===== config.mk =====
export PLATFORM = sky130hd
export DESIGN_NAME = cdb_arbiter
export DESIGN_NICKNAME = d
export VERILOG_FILES = /design/src/rtl/cdb_arbiter_pkg.sv /design/src/rtl/cdb_arbiter_multi_grant.sv /design/src/rtl/cdb_arbiter.sv
export SDC_FILE = /design/constraint.sdc
export NUM_CORES = 1
export LEC_CHECK = 0
export ABC_AREA = 1
export BUFFER_PORTS_ARGS = -buffer_cell sky130_fd_sc_hd__buf_2
export CAP_MARGIN = 10
export CELL_PAD_IN_SITES_DETAIL_PLACEMENT = 0
export CELL_PAD_IN_SITES_GLOBAL_PLACEMENT = 1
export CORE_UTILIZATION = 41
export DETAILED_ROUTE_END_ITERATION = 12
export GPL_TIMING_DRIVEN = 0
export PLACE_DENSITY_LB_ADDON = 0.1
export SETUP_SLACK_MARGIN = 0.5
export SLEW_MARGIN = 20
export SYNTH_ARGS = -nofsm -noshare
export SYNTH_HDL_FRONTEND = slang
export SYNTH_SLANG_ARGS = --single-unit
export TNS_END_PERCENT = 50

===== constraint.sdc =====
create_clock -name clk -period 8.86 [get_ports clk]
set_clock_uncertainty 0.05 [all_clocks]
set_input_delay 0 -clock clk [delete_from_list [all_inputs] [get_ports clk]]
set_output_delay 0 -clock clk [all_outputs]
set_load 0.02 [all_outputs]

===== src/rtl/cdb_arbiter_pkg.sv =====
// Core sizing shared by the CDB arbiter and the ROB: ROB depth, tag and data
// widths, and the number of CDB broadcast slots.
package cdb_arbiter_pkg;

   localparam int ROB_DEPTH     = 16;
   localparam int ROB_TAG_W     = $clog2(ROB_DEPTH);
   localparam int CDB_DATA_W    = 16;
   localparam int CDB_NUM_SLOTS = 4;   // one per ROB completion port
   localparam int CDB_NUM_REQ   = 6;   // functional units competing for the CDB

   // Width of an index into n items; never less than one bit
   function automatic int idx_w(input int n);
      return (n > 1) ? $clog2(n) : 1;
   endfunction

endpackage


===== src/rtl/cdb_arbiter_multi_grant.sv =====
// rr_multi_grant: purely combinational circular scan starting at rr_ptr.
// Grants up to CDB_SLOTS valid requesters and compacts them, in scan order,
// into slots 0..k-1. Unused slots are all-zero. next_ptr is one past the last
// granted requester (mod NUM_REQ), or rr_ptr when nothing is granted.
module rr_multi_grant
   import cdb_arbiter_pkg::*;
#(
   parameter int NUM_REQ   = CDB_NUM_REQ,
   parameter int CDB_SLOTS = CDB_NUM_SLOTS,
   parameter int TAG_W     = ROB_TAG_W,
   parameter int DATA_W    = CDB_DATA_W,
   parameter int PTR_W     = idx_w(NUM_REQ)
) (
   input  logic [PTR_W-1:0]                  rr_ptr,
   input  logic [NUM_REQ-1:0]                req_valid,
   input  logic [NUM_REQ-1:0][TAG_W-1:0]     req_tags,
   input  logic [NUM_REQ-1:0][DATA_W-1:0]    req_values,
   output logic [NUM_REQ-1:0]                grant,
   output logic [CDB_SLOTS-1:0]              slot_valid,
   output logic [CDB_SLOTS-1:0][TAG_W-1:0]   slot_tags,
   output logic [CDB_SLOTS-1:0][DATA_W-1:0]  slot_values,
   output logic [PTR_W-1:0]                  next_ptr
);

   localparam int CNT_W  = $clog2(CDB_SLOTS + 1);
   localparam int SLOT_W = idx_w(CDB_SLOTS);

   // Walk requesters rr_ptr, rr_ptr+1, ... and fill slots until they run out
   always_comb begin : scan
      logic [PTR_W:0]   pos;
      logic [PTR_W-1:0] idx;
      logic [CNT_W-1:0] cnt;
      grant       = '0;
      slot_valid  = '0;
      slot_tags   = '0;
      slot_values = '0;
      next_ptr    = rr_ptr;
      pos         = '0;
      idx         = '0;
      cnt         = '0;
      for (int j = 0; j < NUM_REQ; j++) begin
         // rr_ptr + j < 2*NUM_REQ, so one conditional subtract gives the modulo
         pos = {1'b0, rr_ptr} + (PTR_W+1)'(j);
         if (pos >= (PTR_W+1)'(NUM_REQ))
            pos = pos - (PTR_W+1)'(NUM_REQ);
         idx = pos[PTR_W-1:0];
         if (req_valid[idx] && (cnt < CNT_W'(CDB_SLOTS))) begin
            grant[idx]                      = 1'b1;
            slot_valid[cnt[SLOT_W-1:0]]     = 1'b1;
            slot_tags[cnt[SLOT_W-1:0]]      = req_tags[idx];
            slot_values[cnt[SLOT_W-1:0]]    = req_values[idx];
            cnt                             = cnt + 1'b1;
            next_ptr = (idx == PTR_W'(NUM_REQ - 1)) ? '0 : idx + 1'b1;
         end
      end
   end

endmodule


===== src/rtl/cdb_arbiter.sv =====
// cdb_arbiter: round-robin multi-grant arbiter driving the common data bus.
// Up to CDB_SLOTS results are granted per cycle and broadcast, registered,
// on the following cycle. flush drops grants and clears the bus without
// moving the round-robin pointer.
module cdb_arbiter
   import cdb_arbiter_pkg::*;
#(
   parameter int NUM_REQ   = CDB_NUM_REQ,
   parameter int CDB_SLOTS = CDB_NUM_SLOTS,
   parameter int TAG_W     = ROB_TAG_W,
   parameter int DATA_W    = CDB_DATA_W
) (
   input  logic                          clk,
   input  logic                          rst_n,
   input  logic                          flush,
   input  logic [NUM_REQ-1:0]            req_valid_flat,
   input  logic [NUM_REQ*TAG_W-1:0]      req_tags_flat,
   input  logic [NUM_REQ*DATA_W-1:0]     req_values_flat,
   output logic [NUM_REQ-1:0]            req_ready_flat,
   output logic [CDB_SLOTS-1:0]          cdb_valid_flat,
   output logic [CDB_SLOTS*TAG_W-1:0]    cdb_indices_flat,
   output logic [CDB_SLOTS*DATA_W-1:0]   cdb_values_flat
);

   localparam int PTR_W = idx_w(NUM_REQ);

   logic [PTR_W-1:0]                  rr_ptr;
   logic [PTR_W-1:0]                  next_ptr;
   logic [NUM_REQ-1:0]                req_valid;
   logic [NUM_REQ-1:0][TAG_W-1:0]     req_tags;
   logic [NUM_REQ-1:0][DATA_W-1:0]    req_values;
   logic [NUM_REQ-1:0]                grant;
   logic [CDB_SLOTS-1:0]              slot_valid;
   logic [CDB_SLOTS-1:0][TAG_W-1:0]   slot_tags;
   logic [CDB_SLOTS-1:0][DATA_W-1:0]  slot_values;
   logic [CDB_SLOTS-1:0]              cdb_valid;
   logic [CDB_SLOTS-1:0][TAG_W-1:0]   cdb_idx;
   logic [CDB_SLOTS-1:0][DATA_W-1:0]  cdb_val;

   // Flat ports are MSB-first: requester i lives at position NUM_REQ-1-i
   for (genvar i = 0; i < NUM_REQ; i++) begin : g_req
      assign req_valid[i]  = req_valid_flat[NUM_REQ-1-i];
      assign req_tags[i]   = req_tags_flat[(NUM_REQ-1-i)*TAG_W +: TAG_W];
      assign req_values[i] = req_values_flat[(NUM_REQ-1-i)*DATA_W +: DATA_W];
      // Ready is blocked by flush and by reset so no transfer is seen then
      assign req_ready_flat[NUM_REQ-1-i] = grant[i] & ~flush & rst_n;
   end

   // Slot s lives at position CDB_SLOTS-1-s
   for (genvar s = 0; s < CDB_SLOTS; s++) begin : g_slot
      assign cdb_valid_flat[CDB_SLOTS-1-s]                     = cdb_valid[s];
      assign cdb_indices_flat[(CDB_SLOTS-1-s)*TAG_W +: TAG_W]  = cdb_idx[s];
      assign cdb_values_flat[(CDB_SLOTS-1-s)*DATA_W +: DATA_W] = cdb_val[s];
   end

   rr_multi_grant #(
      .NUM_REQ   (NUM_REQ),
      .CDB_SLOTS (CDB_SLOTS),
      .TAG_W     (TAG_W),
      .DATA_W    (DATA_W),
      .PTR_W     (PTR_W)
   ) u_grant (
      .rr_ptr      (rr_ptr),
      .req_valid   (req_valid),
      .req_tags    (req_tags),
      .req_values  (req_values),
      .grant       (grant),
      .slot_valid  (slot_valid),
      .slot_tags   (slot_tags),
      .slot_values (slot_values),
      .next_ptr    (next_ptr)
   );

   // Register the compacted slots onto the bus and advance the pointer
   always_ff @(posedge clk or negedge rst_n) begin
      if (!rst_n) begin
         rr_ptr    <= '0;
         cdb_valid <= '0;
         cdb_idx   <= '0;
         cdb_val   <= '0;
      end else if (flush) begin
         cdb_valid <= '0;
         cdb_idx   <= '0;
         cdb_val   <= '0;
      end else begin
         rr_ptr    <= next_ptr;
         cdb_valid <= slot_valid;
         cdb_idx   <= slot_tags;
         cdb_val   <= slot_values;
      end
   end

   // Two live slots with one ROB index means an upstream unit reissued a tag
   always @(posedge clk) begin
      if (rst_n) begin
         for (int s = 0; s < CDB_SLOTS; s++) begin
            for (int t = s + 1; t < CDB_SLOTS; t++) begin
               assert (!(cdb_valid[s] && cdb_valid[t] && (cdb_idx[s] == cdb_idx[t])))
                  else $error("cdb_arbiter: tag %0d on slots %0d and %0d", cdb_idx[s], s, t);
            end
         end
      end
   end

endmodule


[After elaboration in Yosys (flattened, before gate mapping)]
Index checks and enable logic that the tools add are counted.
Word-level totals
  register bits after elaboration: 87
  input port bits: 129
  output and inout bits: 90
Operators by class
  equality and inequality tests: 6
  $add $sub $neg: 21
  muxes and demuxes: 138
  magnitude comparators: 33
  bitwise operators: 23
  reduce and logical (&&, ||, !) cells: 18
Operators by type and width (count)
  two-way mux 64 bit: 6
  bitwise mux 64 bit: 5
  binary-select mux 16 bit (select 3 bit): 6
  two-way mux 16 bit: 18
  demux 16 bit (select 2 bit): 5
  bitwise mux 16 bit: 5
  binary-select mux 4 bit (select 3 bit): 6
  two-way mux 4 bit: 18
  two-way mux 3 bit: 22
  demux 4 bit (select 2 bit): 5
  two-way mux 6 bit: 6
  OR 6 bit: 5
  adder 3 x 1 -> 3 bit, second input constant: 9
  less-than comparator 3 x 4 -> 1 bit, second input constant: 6
  >= comparator 4 x 3 -> 1 bit, second input constant: 5
  two-way mux 1 bit: 19
  binary-select mux 1 bit (select 3 bit): 6
  demux 1 bit (select 3 bit): 6
  == test 3 bit, second input constant: 6
  >= comparator 3 x 1 -> 1 bit, second input constant: 6
  subtractor 3 bit, second input constant: 6
  logical AND 1 bit: 16
  OR 4 bit: 4
  bitwise AND 1 bit: 12
  other kinds (15): 31

[Longest topological paths before layout]
  depth after elaboration: 24
  depth in mapped cells: 38
  mapped depth without buffers: 31

[Modules after synthesis]
A second synthesis with hierarchy kept.
Unflattened totals
  cells, all modules: 2451
  area total of the unflattened synthesis: 12844.8 µm²
Modules (own cells, without submodules)
  rr_multi_grant: area each 9785.6 µm², cells an instance 2163, instances 1
  cdb_arbiter: area each 3059.2 µm², cells an instance 288, instances 1

[Worst setup path before layout]
OpenSTA, ideal clock, no wires.
  path kind: register to output
  from: register rr_ptr[0]
  to: output port req_ready_flat[4]
  arrival time: 5.780 ns
  slack: 3.030 ns
  required time: 8.810 ns
  cell stages (with the launch flop): 37
  cells stage by stage: dfrtp_1 -> inv_2 -> clkbuf_1 -> clkbuf_1 -> clkbuf_1 -> clkbuf_1 -> ha_1 -> buf_2 -> inv_1 -> nand3_1 -> nand2_1 -> inv_2 -> nand2_1 -> nand2_2 -> nand2_1 -> nand3_1 -> nand2_1 -> clkbuf_1 -> ha_1 -> inv_1 -> nor2_4 -> inv_1 -> nand2_1 -> inv_1 -> ha_1 -> inv_1 -> nand3_1 -> nand2_2 -> inv_1 -> ha_1 -> inv_1 -> o211ai_2 -> nor2_4 -> buf_4 -> buf_2 -> a31oi_1 -> nor2_1
On the way
  cells in the longest elaborated chain, start to end: 22
  elaborated cells between the ends (all ways): 97
  classes of those cells: 15 x add/sub; 23 x order compare; 41 x mux; 7 x bitwise; 11 x reduce/logical
RTL lines
  start: declaration: line cdb_arbiter.sv:27  | logic [PTR_W-1:0] rr_ptr;
  start signal: assignment: line cdb_arbiter.sv:86  | rr_ptr <= next_ptr;
  subtractor 3 bit / >= comparator 3 bit (equally long branches): line cdb_arbiter_multi_grant.sv:45, cdb_arbiter_multi_grant.sv:44
  two-way mux 3 bit: line cdb_arbiter_multi_grant.sv:44  | if (pos >= (PTR_W+1)'(NUM_REQ))
  binary-select mux 1 bit (select 3 bit): line cdb_arbiter_multi_grant.sv:47  | if (req_valid[idx] && (cnt < CNT_W'(CDB_SLOTS))) begin
  two-way mux 1 bit (implied by the code): line cdb_arbiter_multi_grant.sv:47
  two-way mux 1 bit: line cdb_arbiter_multi_grant.sv:47
  less-than comparator 1 x 3 -> 1 bit: line cdb_arbiter_multi_grant.sv:47
  logical AND 1 bit: line cdb_arbiter_multi_grant.sv:47
  two-way mux 3 bit: line cdb_arbiter_multi_grant.sv:47
  [5 not listed]
  two-way mux 3 bit: line cdb_arbiter_multi_grant.sv:47
  less-than comparator 3 bit: line cdb_arbiter_multi_grant.sv:47
  logical AND 1 bit: line cdb_arbiter_multi_grant.sv:47
  two-way mux 3 bit: line cdb_arbiter_multi_grant.sv:47
  less-than comparator 3 bit: line cdb_arbiter_multi_grant.sv:47
  logical AND 1 bit: line cdb_arbiter_multi_grant.sv:47
  two-way mux 6 bit (*): line cdb_arbiter_multi_grant.sv:47
  bitwise AND 1 bit (*) (2 in a row): line cdb_arbiter.sv:46  | assign req_ready_flat[NUM_REQ-1-i] = grant[i] & ~flush & rst_n;
  end: declaration: line cdb_arbiter.sv:19  | output logic [NUM_REQ-1:0] req_ready_flat,
Every way passes the cells marked *; elsewhere a longest branch is shown, timed or not. The select of a mux whose other input is x is not followed.

[Final worst setup path]
  from: register rr_ptr[0]
  to: register cdb_idx (netlist bit cdb_indices_flat[15])
On the way
  cells in the longest elaborated chain, start to end: 24
  elaborated cells between the ends (all ways): 103
  classes of those cells: 15 x add/sub; 21 x order compare; 57 x mux; 10 x reduce/logical
RTL lines
  subtractor 3 bit / >= comparator 3 bit (equally long branches): line cdb_arbiter_multi_grant.sv:45, cdb_arbiter_multi_grant.sv:44
  two-way mux 3 bit: line cdb_arbiter_multi_grant.sv:44
  binary-select mux 1 bit (select 3 bit): line cdb_arbiter_multi_grant.sv:47
  two-way mux 1 bit (implied by the code): line cdb_arbiter_multi_grant.sv:47
  two-way mux 1 bit: line cdb_arbiter_multi_grant.sv:47
  less-than comparator 1 x 3 -> 1 bit: line cdb_arbiter_multi_grant.sv:47, cdb_arbiter_multi_grant.sv:50
  logical AND 1 bit: line cdb_arbiter_multi_grant.sv:47
  two-way mux 3 bit: line cdb_arbiter_multi_grant.sv:47
  [8 not listed]
  two-way mux 3 bit: line cdb_arbiter_multi_grant.sv:47
  less-than comparator 2 x 3 -> 1 bit (implied by the code) / >= comparator 2 x 1 -> 1 bit (equally long branches): line cdb_arbiter_multi_grant.sv:50  | slot_tags[cnt[SLOT_W-1:0]] = req_tags[idx];
  logical AND 1 bit (implied by the code): line cdb_arbiter_multi_grant.sv:50
  two-way mux 4 bit (implied by the code): line cdb_arbiter_multi_grant.sv:50
  demux 4 bit (select 2 bit)
  bitwise mux 16 bit: line cdb_arbiter_multi_grant.sv:50
  two-way mux 16 bit (*): line cdb_arbiter_multi_grant.sv:47
  two-way mux 16 bit (*): line cdb_arbiter.sv:81  | end else if (flush) begin
  end signal: assignment: line cdb_arbiter.sv:88  | cdb_idx <= slot_tags;
  end: declaration: line cdb_arbiter.sv:37  | logic [CDB_SLOTS-1:0][TAG_W-1:0] cdb_idx;
Marks and branches as above.
A chain may end at the register's enable or synchronous reset.

==> results.md <==
* Outcome: finished clean
* Rows at 62
* Most frequent standard cell in the layout excluding fill and tap cells: nand2_1
* Chip height at 175 microns
* Number of different library cells in the post-synthesis netlist at 43
* Smallest hold slack at 35.7 ps
* Setup Viol. Count Final at 0
* Final period util at 0.885
* Cell type group with the largest total delay on the critical path: buffers and inverters
* Largest fanout on the critical path at 11
* Commonest cells after routing, fill and taps aside: nand2_1 (821), nand3_1 (285), nor2_1 (272)
* Met3 track demand over resource at 0.0674
* GR Overflow Total at 0
* Vias in the first global route at 15000
* Violation count after the first detailed-routing iteration at 2405
* Final hold viol count at 0
* Placed inst area at 13900 sq um
* Detail-routed via count per cell at 5.66
* DIE AREA at 30600 sq um
* Met1 Usage GRT at 0.560
* Post-Synthesis Cell Area at 12300 sq um
* TritonCTS clock tree: yes
* Highest achievable clock rate at 0.128 GHz
* Setup TNS at 0 ps
* Ant diodes at 0
* Sequential cell area fraction in the yosys report at 0.177
* Count of input and output buffers at 218
* Number of placed I/O pins at 219
* Total vias in the final route at 16800
* Routability-driven placement congestion ratio at 1.01
* Max-cap viol count at 0
* Clk sinks at 87
* H-tree levels at 3
* Clk slew on worst S/H paths at 60 ps
* NumNets Final at 2726
* Clock root cell: clkbuf_16
* Post-synthesis register bit count at 87
* Placed cell count at 2949
* Worst-margin pin slew at 1200 ps
* Category of the critical setup timing path: flop to flop
* Unrepaired setup endpoints after global routing: false
* Placeable core area at 29100 sq um
* Relative slew slack at 0.196
* Min-Delay Path Class: input port to async pin
* Worst path buffer plus inverter count at 16
* Overall die width at 175 microns
* Primary FF master, synth: dfrtp_1
* Setup fix buffers added after clock tree synthesis at 0
* Minimum period implied by the final worst setup slack at 7840 ps
* Post-synthesis instance total at 2346
* Estimated wirelength of the detail-placed design at 52800 microns
* Number of iterations in the first detailed-routing pass at 8
* Most common cell on crit path: nand2_1
* Detailed-route wire length per cell at 21.0 microns
* Residual antenna-violating net count after detailed routing at 0
* Fin area at 14200 sq um
* Initial antenna violation count at 0
* Max Slew Vio Count at 0
* Largest net degree at the start of global routing at 67
* Total Wirelength at 62300 microns
* Share of flip-flops with an asynchronous set or reset after synthesis at 1.00
* Non-filler cells in the finished layout at 2967
* Largest stage delay on the critical path at 500 ps
* Number of synthesized flops with an enable pin at 0
* Post-synthesis to final-layout area growth at 15.7%
* Met2 capacity usage during global routing at 0.621
* Data required, critical path at 9030 ps
* GRT Resource Usage Total at 0.403
* Starting Density at 0.422
* Data arrival, critical path at 8010 ps
* Cell with the largest stage delay on the worst path: dfrtp_1
* Proportion of layout cells with a drive suffix above 1 at 0.135
* Max Buffers Root-to-Sink at 2
* Crit path capture type: flop
* Mean area per synthesized cell at 5.23 sq um
* Global-route wire length before repair at 93100 microns
* Flop-to-flop setup slack at 1020 ps
* Global route hottest layer: met2
* Yosys warns at 0
* Clock Latency Late Sink at 350 ps
* Net count of the mapped netlist at 2494
* Number of buffers added by the clock tree synthesis step at 9
* Startpoint class of the critical path: flop
* Residual DRC at 0
==> synth_stat cells, drive strengths merged (9+ instances only) <==
master / number / area, sq um
nand4: 40 / 265
nand2: 840 / 3220
nor2: 280 / 1100
inv: 247 / 927
nand3: 292 / 1510
nor3: 16 / 80.1
a31oi: 9 / 56.3
clkbuf: 89 / 334
o21a: 18 / 135
buf: 69 / 362
ha: 19 / 238
a21oi: 52 / 260
dfrtp: 87 / 2180
o21ai: 230 / 1150
o211ai: 30 / 235
==> path summary, 6_finish.rpt <==
path,start,endpoint,depth (start not counted)
min in group clk,flush,cdb_valid[3]$_DFF_PN0_,3
min reg2reg,rr_ptr[2]$_DFFE_PN0P_,rr_ptr[2]$_DFFE_PN0P_,2
max reg2reg,rr_ptr[0]$_DFFE_PN0P_,cdb_indices_flat[15]$_DFF_PN0_,37
min,rst_n,cdb_values_flat[60]$_DFF_PN0_,2
max,rr_ptr[0]$_DFFE_PN0P_,cdb_indices_flat[15]$_DFF_PN0_,37
max in group asynchronous,rst_n,cdb_values_flat[25]$_DFF_PN0_,3
==> registers in the layout, summed over array words and instances (netlist names) <==
| name | cells |
|---|---|
| cdb_indices_flat | 16 |
| cdb_valid | 4 |
| cdb_values_flat | 64 |
| rr_ptr | 3 |
==> stage by stage <==
stage	worst slack, ps	utilization
floorplan	3030	-
finish	1020	0.488
global route	675	0.488
global placement	787	0.476
CTS	527	0.488
detailed placement	693	0.477
==> metal layers <==
layer  up-vias  part of all wire
met5         -                 0
met3       128              0.11
met2      1140              0.42
met1      7570              0.42
li1       7958                 -
met4         0             0.039
==> repair_timing <==
action | 4_1_cts | 5_1_grt
hold buffers | 2 | 0
resized for setup | 0 | 8
endpoints found under the setup margin | 0 | 92
hold endpoints to repair | 91 | 0
==> layout make-up <==
cell class	instances	area (sq um)
tap	384	480
clock inverter	4	28.8
clock buffer	12	267
multi-input combinational	1852	8470
fill	3239	14900
sequential	87	2180
inverter	249	935
timing repair buffer	221	1140
buffer	158	701
==> cells by family (layout without fill, tap and decap cells) <==
group,after synthesis,count (layout),synth area share
compound gates,355,355,0.161
xor+xnor,1,1,0.00133
fa+ha+maj,19,19,0.0194
buf+inv,407,644,0.133
flops,87,87,0.177
simple gates,1477,1477,0.508
Power is not shown: default switching activity piles up to over one toggle a cycle in this logic, so the estimate is an artifact.
